$ cat src/rtl/cpu_pkg.sv
`default_nettype none
// ============================================================================
//  Module      : cpu_pkg
//  Description : Shared opcode/state encodings and instruction word layout
//                for the CPU sequencer.
//  Revision    : 1.0 - initial release
// ============================================================================
package cpu_pkg;

    localparam int c_OP_W    = 4;
    localparam int c_SEL_W   = 2;
    localparam int c_FIELD_W = 16;
    localparam int c_INSTR_W = c_OP_W + c_SEL_W + 2 * c_FIELD_W;

    typedef enum logic [3:0] {
        NOP = 4'd0,
        MOV = 4'd1,
        LDR = 4'd2,
        STR = 4'd3,
        CMP = 4'd4,
        B   = 4'd5,
        BGT = 4'd6,
        BLT = 4'd7,
        BEQ = 4'd8,
        ADD = 4'd9
    } opcode_e;

    typedef enum logic [2:0] {
        FETCH    = 3'd0,
        DECODE   = 3'd1,
        EXEC     = 3'd2,
        MEM_PTR  = 3'd3,
        MEM_DATA = 3'd4,
        WB       = 3'd5,
        BRANCH   = 3'd6,
        TRAP     = 3'd7
    } state_e;

    typedef struct packed {
        logic [c_OP_W-1:0]    op;
        logic [c_SEL_W-1:0]   s;
        logic [c_FIELD_W-1:0] a;
        logic [c_FIELD_W-1:0] b;
    } instr_t;

    // Reserved s encodings (1x) behave as register mode.
    function automatic logic [c_SEL_W-1:0] norm_sel(input logic [c_SEL_W-1:0] s);
        return s[1] ? 2'b00 : s;
    endfunction

endpackage
`default_nettype wire

$ cat src/rtl/cpu_sequencer_if.sv
`default_nettype none
// ============================================================================
//  Module      : cpu_sequencer_if
//  Description : ROM, datapath strobe and data-memory bus of the sequencer.
//  Revision    : 1.0 - initial release
// ============================================================================
interface cpu_sequencer_if #(
    parameter int DATA_WIDTH = 38,
    parameter int ADDR_WIDTH = 12,
    parameter int WORD_WIDTH = 16
);
    logic [ADDR_WIDTH-1:0] rom_addr;
    logic [DATA_WIDTH-1:0] rom_data;
    logic [3:0]            ex_op;
    logic [1:0]            ex_sel;
    logic [WORD_WIDTH-1:0] ex_a;
    logic [WORD_WIDTH-1:0] ex_b;
    logic                  reg_we;
    logic                  alu_gt;
    logic                  alu_lt;
    logic                  alu_eq;
    logic                  mem_req;
    logic                  mem_we;
    logic [WORD_WIDTH-1:0] mem_addr;
    logic                  mem_ack;
    logic [WORD_WIDTH-1:0] mem_rdata;
    logic                  trap;

    modport master (
        output rom_addr, ex_op, ex_sel, ex_a, ex_b, reg_we,
               mem_req, mem_we, mem_addr, trap,
        input  rom_data, alu_gt, alu_lt, alu_eq, mem_ack, mem_rdata
    );

    modport slave (
        input  rom_addr, ex_op, ex_sel, ex_a, ex_b, reg_we,
               mem_req, mem_we, mem_addr, trap,
        output rom_data, alu_gt, alu_lt, alu_eq, mem_ack, mem_rdata
    );
endinterface
`default_nettype wire

$ cat src/rtl/cpu_sequencer_branch_resolve.sv
`default_nettype none
// ============================================================================
//  Module      : branch_resolve
//  Description : Combinational branch-taken decision from opcode and flags.
//  Revision    : 1.0 - initial release
// ============================================================================
module branch_resolve
    import cpu_pkg::*;
(
    input  wire logic [3:0] i_op,
    input  wire logic       i_gt,
    input  wire logic       i_lt,
    input  wire logic       i_eq,
    output logic            o_taken
);

    always_comb begin
        o_taken = 1'b0;
        case (i_op)
            B:       o_taken = 1'b1;
            BGT:     o_taken = i_gt;
            BLT:     o_taken = i_lt;
            BEQ:     o_taken = i_eq;
            default: o_taken = 1'b0;
        endcase
    end

endmodule
`default_nettype wire

$ cat src/rtl/cpu_sequencer.sv
`default_nettype none
// ============================================================================
//  Module      : cpu_sequencer
//  Description : Multi-cycle fetch/decode/execute controller. Owns the PC,
//                drives datapath strobes and the data-memory handshake.
//                Optional single-step gating under SEQ_SINGLE_STEP_EN.
//  Revision    : 1.0 - initial release
// ============================================================================
module cpu_sequencer
    import cpu_pkg::*;
#(
    parameter int DATA_WIDTH = 38,
    parameter int ADDR_WIDTH = 12,
    parameter int WORD_WIDTH = 16
) (
    input  wire logic       clk,
    input  wire logic       rst,
`ifdef SEQ_SINGLE_STEP_EN
    input  wire logic       step_en,
    input  wire logic       step,
`endif
    cpu_sequencer_if.master bus
);

    state_e                r_state;
    state_e                w_state_next;
    logic [ADDR_WIDTH-1:0] r_pc;
    logic [ADDR_WIDTH-1:0] w_pc_next;
    instr_t                r_ir;
    instr_t                w_ir_next;
    logic [WORD_WIDTH-1:0] r_exb;
    logic [WORD_WIDTH-1:0] w_exb_next;
    logic [2:0]            r_flags;        // {gt, lt, eq}
    logic [2:0]            w_flags_next;
    logic                  w_reg_we;
    logic                  w_mem_req;
    logic                  w_mem_we;
    logic [WORD_WIDTH-1:0] w_mem_addr;
    logic                  w_taken;
    logic                  w_fetch_go;

`ifdef SEQ_SINGLE_STEP_EN
    assign w_fetch_go = !step_en || step;
`else
    assign w_fetch_go = 1'b1;
`endif

    branch_resolve u_branch_resolve (
        .i_op    (r_ir.op),
        .i_gt    (r_flags[2]),
        .i_lt    (r_flags[1]),
        .i_eq    (r_flags[0]),
        .o_taken (w_taken)
    );

    always_ff @(posedge clk) begin
        if (rst) begin
            r_state <= FETCH;
            r_pc    <= '0;
            r_ir    <= '0;
            r_exb   <= '0;
            r_flags <= '0;
        end else begin
            r_state <= w_state_next;
            r_pc    <= w_pc_next;
            r_ir    <= w_ir_next;
            r_exb   <= w_exb_next;
            r_flags <= w_flags_next;
        end
    end

    // r_exb carries b, then the resolved pointer, then the loaded word, so
    // ex_b and the effective address always come from one register.
    always_comb begin
        w_state_next = r_state;
        w_pc_next    = r_pc;
        w_ir_next    = r_ir;
        w_exb_next   = r_exb;
        w_flags_next = r_flags;
        w_reg_we     = 1'b0;
        w_mem_req    = 1'b0;
        w_mem_we     = 1'b0;
        w_mem_addr   = '0;

        case (r_state)
            FETCH: begin
                if (w_fetch_go) begin
                    w_ir_next    = instr_t'(bus.rom_data[DATA_WIDTH-1:0]);
                    w_exb_next   = bus.rom_data[WORD_WIDTH-1:0];
                    w_state_next = DECODE;
                end
            end
            DECODE: begin
                w_pc_next = r_pc + 1'b1;
                case (r_ir.op)
                    NOP:           w_state_next = FETCH;
                    MOV, ADD, CMP: w_state_next = EXEC;
                    LDR:           w_state_next = (r_ir.s == 2'b01) ? MEM_PTR : MEM_DATA;
                    STR:           w_state_next = MEM_DATA;
                    B, BGT, BLT, BEQ: w_state_next = BRANCH;
                    default:       w_state_next = TRAP;
                endcase
            end
            EXEC: begin
                if (r_ir.op == CMP) begin
                    w_flags_next = {bus.alu_gt, bus.alu_lt, bus.alu_eq};
                end else begin
                    w_reg_we = 1'b1;
                end
                w_state_next = FETCH;
            end
            MEM_PTR: begin
                w_mem_req  = 1'b1;
                w_mem_addr = r_exb;
                if (bus.mem_ack) begin
                    w_exb_next   = bus.mem_rdata;
                    w_state_next = MEM_DATA;
                end
            end
            MEM_DATA: begin
                w_mem_req  = 1'b1;
                w_mem_we   = (r_ir.op == STR);
                w_mem_addr = r_exb;
                if (bus.mem_ack) begin
                    if (r_ir.op == LDR) begin
                        w_exb_next   = bus.mem_rdata;
                        w_state_next = WB;
                    end else begin
                        w_state_next = FETCH;
                    end
                end
            end
            WB: begin
                w_reg_we     = 1'b1;
                w_state_next = FETCH;
            end
            BRANCH: begin
                if (w_taken) begin
                    w_pc_next = r_ir.b[ADDR_WIDTH-1:0];
                end
                w_state_next = FETCH;
            end
            TRAP: begin
                w_state_next = TRAP;
            end
            default: begin
                w_state_next = FETCH;
            end
        endcase
    end

    assign bus.rom_addr = r_pc;
    assign bus.ex_op    = r_ir.op;
    assign bus.ex_sel   = norm_sel(r_ir.s);
    assign bus.ex_a     = r_ir.a;
    assign bus.ex_b     = r_exb;
    assign bus.reg_we   = w_reg_we;
    assign bus.mem_req  = w_mem_req;
    assign bus.mem_we   = w_mem_we;
    assign bus.mem_addr = w_mem_addr;
    assign bus.trap     = (r_state == TRAP);

endmodule
`default_nettype wire

$ cat src/flat_wrapper.sv
// flat-port wrapper written by rule: the top's interface ports become plain ports
module cpu_sequencer_flat import cpu_pkg::*;
#(
    parameter int DATA_WIDTH = 38,
    parameter int ADDR_WIDTH = 12,
    parameter int WORD_WIDTH = 16
)
  (clk, rst, bus_rom_addr, bus_ex_op, bus_ex_sel, bus_ex_a, bus_ex_b, bus_reg_we, bus_mem_req, bus_mem_we, bus_mem_addr, bus_trap, bus_rom_data, bus_alu_gt, bus_alu_lt, bus_alu_eq, bus_mem_ack, bus_mem_rdata);
  cpu_sequencer_if #(.DATA_WIDTH(DATA_WIDTH), .ADDR_WIDTH(ADDR_WIDTH), .WORD_WIDTH(WORD_WIDTH)) bus_i ();
  input  wire logic clk;
  input  wire logic rst;
  output wire logic [$bits(bus_i.rom_addr)-1:0] bus_rom_addr;
  output wire logic [$bits(bus_i.ex_op)-1:0] bus_ex_op;
  output wire logic [$bits(bus_i.ex_sel)-1:0] bus_ex_sel;
  output wire logic [$bits(bus_i.ex_a)-1:0] bus_ex_a;
  output wire logic [$bits(bus_i.ex_b)-1:0] bus_ex_b;
  output wire logic [$bits(bus_i.reg_we)-1:0] bus_reg_we;
  output wire logic [$bits(bus_i.mem_req)-1:0] bus_mem_req;
  output wire logic [$bits(bus_i.mem_we)-1:0] bus_mem_we;
  output wire logic [$bits(bus_i.mem_addr)-1:0] bus_mem_addr;
  output wire logic [$bits(bus_i.trap)-1:0] bus_trap;
  input wire logic [$bits(bus_i.rom_data)-1:0] bus_rom_data;
  input wire logic [$bits(bus_i.alu_gt)-1:0] bus_alu_gt;
  input wire logic [$bits(bus_i.alu_lt)-1:0] bus_alu_lt;
  input wire logic [$bits(bus_i.alu_eq)-1:0] bus_alu_eq;
  input wire logic [$bits(bus_i.mem_ack)-1:0] bus_mem_ack;
  input wire logic [$bits(bus_i.mem_rdata)-1:0] bus_mem_rdata;
  assign bus_rom_addr = bus_i.rom_addr;
  assign bus_ex_op = bus_i.ex_op;
  assign bus_ex_sel = bus_i.ex_sel;
  assign bus_ex_a = bus_i.ex_a;
  assign bus_ex_b = bus_i.ex_b;
  assign bus_reg_we = bus_i.reg_we;
  assign bus_mem_req = bus_i.mem_req;
  assign bus_mem_we = bus_i.mem_we;
  assign bus_mem_addr = bus_i.mem_addr;
  assign bus_trap = bus_i.trap;
  assign bus_i.rom_data = bus_rom_data;
  assign bus_i.alu_gt = bus_alu_gt;
  assign bus_i.alu_lt = bus_alu_lt;
  assign bus_i.alu_eq = bus_alu_eq;
  assign bus_i.mem_ack = bus_mem_ack;
  assign bus_i.mem_rdata = bus_mem_rdata;
  cpu_sequencer #(.DATA_WIDTH(DATA_WIDTH), .ADDR_WIDTH(ADDR_WIDTH), .WORD_WIDTH(WORD_WIDTH)) u_core (.clk(clk), .rst(rst), .bus(bus_i));
endmodule
$ cat config.mk
export PLATFORM = sky130hd
export DESIGN_NAME = cpu_sequencer_flat
export DESIGN_NICKNAME = d
export VERILOG_FILES = /design/src/rtl/cpu_pkg.sv /design/src/rtl/cpu_sequencer_if.sv /design/src/rtl/cpu_sequencer_branch_resolve.sv /design/src/rtl/cpu_sequencer.sv /design/src/flat_wrapper.sv
export SDC_FILE = /design/constraint.sdc
export NUM_CORES = 1
export LEC_CHECK = 0
export ABC_AREA = 1
export BUFFER_PORTS_ARGS = -buffer_cell sky130_fd_sc_hd__buf_2
export CAP_MARGIN = 20
export CORE_UTILIZATION = 49
export CTS_CLUSTER_DIAMETER = 100
export DETAILED_ROUTE_END_ITERATION = 6
export GPL_TIMING_DRIVEN = 0
export PLACE_DENSITY = 0.8
export SETUP_SLACK_MARGIN = 0.15
export SLEW_MARGIN = 20
export SYNTH_ARGS = -nofsm -noshare
export SYNTH_HDL_FRONTEND = slang
export SYNTH_SLANG_ARGS = --single-unit
$ cat constraint.sdc
create_clock -name clk -period 1.9 [get_ports clk]
set_input_delay 0.38 -clock clk [delete_from_list [all_inputs] [get_ports clk]]
set_output_delay 0.38 -clock clk [all_outputs]
set_load 0.02 [all_outputs]
Yosys cells after proc, flatten, opt, wreduce, memory -nomap -nowiden
Cells that the tools add are included.
Storage, ports and cells
  flip-flop bits (word level): 68
  latch bits: 0
  memory bits (writable): 0
  ROM bits: 0
  bits of input ports: 60
  output and inout port bits: 70
  logic and storage cells: 61
  memories: 0
Operators by class
  add/subtract/negate cells: 1
  multiply operators: 0
  divide/modulo/power cells: 0
  $lt $le $gt $ge: 0
  equality and inequality tests: 21
  shift operators: 0
  muxes and demuxes: 19
  bitwise operators: 0
  reductions and logical operators: 12
Operator list (count)
  two-way mux 16 bit: 4
  case mux 16 bit (3 select lines): 1
  case mux 12 bit (2 select lines): 1
  case mux 3 bit (6 select lines): 1
  == test 4 x 3 -> 1 bit, second input constant: 4
  case mux 3 bit (5 select lines): 1
  adder 12 x 1 -> 12 bit, second input constant: 1
  == test 3 bit, second input constant: 4
  two-way mux 12 bit: 1
  two-way mux 3 bit: 4
  == test 4 x 2 -> 1 bit, second input constant: 2
  == test 4 bit, second input constant: 2
  == test 3 x 2 -> 1 bit, second input constant: 2
  != test 2 bit, second input constant: 3
  AND reduction 2 bit: 3
  OR reduction 3 bit: 2
  == test 4 x 1 -> 1 bit, second input constant: 1
  logical NOT 4 bit: 1
  two-way mux 1 bit: 4
  case mux 1 bit (4 select lines): 1
  AND reduction 4 bit: 1
  OR reduction 4 bit: 1
  == test 3 x 1 -> 1 bit, second input constant: 1
  logical NOT 3 bit: 1
  6 further kinds: 6

Depth between registers and ports, before layout
  depth after elaboration: 4
  gate-level depth with buffers: 11
  mapped depth without buffers: 11

Modules after synthesis
From an unflattened synthesis, not the netlist that was laid out.
Unflattened totals
  cell total of the unflattened synthesis: 553
  area total of the unflattened synthesis: 3515.9 um^2
Modules (own cells, without submodules)
  cpu_sequencer: instances 1, cells an instance 540, area each 3464.6 um^2, seq. area each 1361.3 um^2
  branch_resolve: instances 1, cells an instance 13, area each 51.3 um^2, seq. area each 0.0 um^2

Worst setup path after synthesis
OpenSTA, ideal clock, no wires.
  kind: register to output
  start point: reg u_core.r_state[1]
  end point: out bus_mem_addr[10]
  arrival: 1413 ps
  slack: 107 ps
  cell stages (with the launch flop): 9
  path buffers: 2
  cells stage by stage: dfxtp_1 -> nand2_1 -> nor2_2 -> inv_1 -> nand2_4 -> inv_2 -> buf_2 -> buf_2 -> nor2_1
Between the ends
  longest elaborated chain between the ends: 3
  elaborated cells between the ends (all ways): 4
  classes of those cells: 2 x eq/ne; 1 x mux; 1 x reduce/logical
RTL lines
  from (decl): RTL line cpu_sequencer.sv:25  | state_e r_state;
  from (signal assigned): RTL line cpu_sequencer.sv:64  | r_state <= w_state_next;
  == test 3 x 2 -> 1 bit / == test 3 bit (equally long branches): RTL line cpu_sequencer.sv:85  | case (r_state)
  OR reduction 2 bit (no source line) *
  two-way mux 16 bit *: RTL line cpu_sequencer.sv:85
  to (decl): RTL line flat_wrapper.sv:20  | output wire logic [$bits(bus_i.mem_addr)-1:0] bus_mem_addr;
Mark *: on every way between the ends. The rest lies on a longest branch, timed or not.

Worst setup path in the final report
  start point: reg u_core.r_state[0]
  end point: out bus_mem_addr[4]
The elaborated chain is that of the path after synthesis.

==> results.sh <==
export IMPL_status="finished with violations"
export IMPL_violations="negative setup slack"
export IMPL_holdCritPathClass="in2reg"
export IMPL_grt_antenna_before_repair=0
export IMPL_final_area_um2=5065
export IMPL_wl_um=10890
export IMPL_rr_worst_depth=9
export IMPL_dr_total_vias=4085
export IMPL_grt_use_met2_pct=48.58
export IMPL_grt_pass1_vias=3793
export IMPL_start_util_pct=50.48
export IMPL_r2r_setup_slack_ns=0.14
export IMPL_tightestPinTransition_ns=0.5638
export IMPL_io_pins=130
export IMPL_cts_buffers=9
export IMPL_synth_top_area_share_pct=39.69
export IMPL_fin_ws_ns=-0.07435
export IMPL_dp_hpwl_um=6910
export IMPL_hold_start="rst"
export IMPL_p_sw_share_pct=46.24
export IMPL_ant_nets=0
export IMPL_whs_ns=0.2700
export IMPL_synth_edf_count=0
export IMPL_htree_num_levels=3
export IMPL_totalPowerFinal_mw=9.100
export IMPL_intPower_mw=4.893
export IMPL_grt_util_met1_pct=34.52
export IMPL_synthTopCellsByArea="dfxtp_1 (40%), nor2_1 (13%), nand2_1 (12%)"
export IMPL_drcViolationCount=0
export IMPL_rsz0062_at_grt="yes"
export IMPL_async_reset_ff_share_pct=0
export IMPL_min_period_ns=1.974
export IMPL_busiest_layer="met2"
export IMPL_clk_pin_slew_worst_paths_ns=0.08
export IMPL_portBuffers=128
export IMPL_die_x_um=85.66
export IMPL_synth_fp_nets=592
export IMPL_hold_depth=2
export IMPL_clk_latency_ns=0.35
export IMPL_cts_sink_count=68
export IMPL_netlist_top_cells_count="nor2_1 (119), nand2_1 (111), dfxtp_1 (68), o21ai_0 (65), inv_1 (44)"
export IMPL_synthCells=531
export IMPL_fmax_mhz=506.5
export IMPL_num_antenna_cells=0
export IMPL_dieArea_um2=7338
export IMPL_synth_most_common_cell="nor2_1"
export IMPL_period_share_pct=103.9
export IMPL_grt_pass1_wl_um=16620
export IMPL_start_kind="flip-flop"
export IMPL_yosys_area_top_type="dfxtp_1"
export IMPL_placed_area_um2=4190
export IMPL_cp_required_ns=1.52
export IMPL_yosysSeqAreaShare_pct=39.69
export IMPL_overflow=0
export IMPL_fin_skew_ns=0.01072
export IMPL_comb_power_share_pct=57.7
export IMPL_holdBufCountCts=0
export IMPL_cts_root_buf="clkbuf_8"
export IMPL_fin_nets=759
export IMPL_ir_drop_mv=1.357
export IMPL_drive_gt1_share_pct=36.70
export IMPL_setup_viol=18
export IMPL_critPathMaxFanout=6
export IMPL_vias_per_cell=5.113
export IMPL_die_h_um=85.66
export IMPL_hold_viol_final=0
export IMPL_final_max_slew_viol_count=0
export IMPL_cts_buffer_depth=2
export IMPL_path_class="reg2out"
export IMPL_synth_cell_types=26
export IMPL_power_switching_mw=4.207
export IMPL_syn_to_final_growth_pct=47.68
export IMPL_p_clk_share_pct=15.0
export IMPL_drt_iter0_drc=290
export IMPL_avgSynthCellArea_um2=6.459
export IMPL_worstSetupEndpointType="primary output"
export IMPL_num_rows=30
export IMPL_r2r_start="u_core.r_state[1]"
export IMPL_p_seq_share_pct=27.3
export IMPL_worstReg2RegEnd="u_core.bus.rom_addr[1]"
export IMPL_p_leak_nw=2.529
export IMPL_grt_util_met3_pct=4.620
export IMPL_grt_max_degree=14
export IMPL_dpl_worst_slack_ns=-0.03420
export IMPL_drtPass1Iterations=5
export IMPL_holdPathEnd="u_core.bus.rom_addr[9]"
export IMPL_avgRoutedWirePerCell_um=13.63
export IMPL_slew_headroom_pct=62.42
export IMPL_synth_seq_cells=68
export IMPL_power_density_nw_per_um2=1797
export IMPL_syn_area_um2=3430
export IMPL_cts_tree="yes"
export IMPL_yosysWarnings=0
export IMPL_grtUsageTotal_pct=28.42
export IMPL_synthFlopType="dfxtp_1"
export IMPL_coreArea_um2=6794
export IMPL_cap_viol_max_count=0
export IMPL_fill_cells=498
export IMPL_gp_congestion=0.8701
export IMPL_worst_ep_arrival_time_ns=1.59
==> power by group through the flow <==
stage,Clock (mW),Combinational [mW],Sequential (mW)
5_1_grt,1.42,5.74,2.55
2_1_floorplan,0,2.72,2.63
4_1_cts,1.36,4.48,2.46
3_5_place_dp,0,4.05,2.45
3_3_place_gp,0,3.96,2.43
6_report,1.36,5.25,2.49
==> placed cells by master, fill, tap and decap left out, types with 2 or more instances in the layout <==
cell / count
inv_6: 2
nand3_1: 19
clkbuf_8: 9
o21ai_1: 6
a21oi_2: 3
dfxtp_4: 3
buf_8: 5
nor2_4: 19
o21ai_2: 3
dfxtp_1: 65
nor3_1: 4
o21ai_4: 2
nand2_4: 5
nor2_2: 7
buf_2: 112
clkbuf_1: 10
nand2_2: 2
clkinvlp_4: 2
buf_6: 22
bufinv_16: 2
inv_2: 5
o21bai_1: 2
buf_1: 3
nand2_1: 108
nor2_1: 95
o21ai_0: 61
a21oi_1: 29
buf_4: 45
inv_1: 39
==> through the flow <==
step,utilization [%],cells,setup TNS [ns]
finish,74.55,799,-0.9722
global route,74.55,799,-1.700
CTS,69.61,781,-0.4681
detailed placement,61.68,755,-0.1424
global placement,61.68,755,-0.01962
floorplan,-,531,0
==> critical path, cell delays in order (launching register included) <==
cell and delay, ns:
dfxtp_4 0.39, nand2_4 0.07, nor2_4 0.12, inv_2 0.07, nand2_4 0.08, inv_4 0.04, buf_8 0.13, buf_12 0.14
nor2_4 0.09, buf_6 0.12
==> metal layers <==
layer,wire [µm],vias up
li1,-,1991
met1,4441,1875
met2,5384,186
met3,720,33
met4,342,0
met5,0,-
==> how the worst max path moves through the flow <==
stage | from | end | slack (ns) | cells past startpoint
4_1_cts | u_core.r_state[1] | bus_mem_addr[1] | -0.04 | 9
3_3_place_gp | u_core.r_state[1] | bus_mem_addr[7] | -0.02 | 9
2_1_floorplan | u_core.r_state[1] | bus_mem_addr[10] | 0.11 | 8
3_5_place_dp | u_core.r_state[1] | bus_mem_addr[7] | -0.03 | 9
6_report | u_core.r_state[0] | bus_mem_addr[4] | -0.07 | 9
5_1_grt | u_core.r_state[0] | bus_mem_addr[5] | -0.11 | 9
==> cells by family after synthesis <==
| logic type | synth area share, % |
|---|---|
| simple gates | 30.65 |
| compound gates | 15.94 |
| buf+inv | 13.24 |
| flops | 39.69 |
| fa+ha+maj | 0.3648 |
| other cells | 0.1093 |
==> layout make-up <==
cell class | count | area (µm²) | share of cell area [%]
inverter | 46 | 178.9 | 3.533
sequential | 68 | 1373 | 27.10
clock inverter | 7 | 98.84 | 1.952
multi-input combinational | 372 | 1841 | 36.34
timing repair buffer | 156 | 1011 | 19.96
buffer | 45 | 319.1 | 6.299
tap | 96 | 120.1 | 2.372
clock buffer | 9 | 123.9 | 2.446
==> registers in the layout (all words and copies together), names as in the netlist <==
register / flops
u_core.r_state: 3
u_core.bus.ex_b: 16
u_core.bus.ex_op: 4
u_core.bus.rom_addr: 12
u_core.r_flags: 3
u_core.bus.ex_a: 16
u_core.r_ir: 14
==> timing repair <==
item,in CTS,in global routing
setup buffers,9,17
hold endpoints to repair,0,0
gates cloned,1,1
pin swaps,6,18
endpoints found under the setup margin,19,35
resized for setup,74,61
Note: power is estimated with default switching activity, not from simulation.
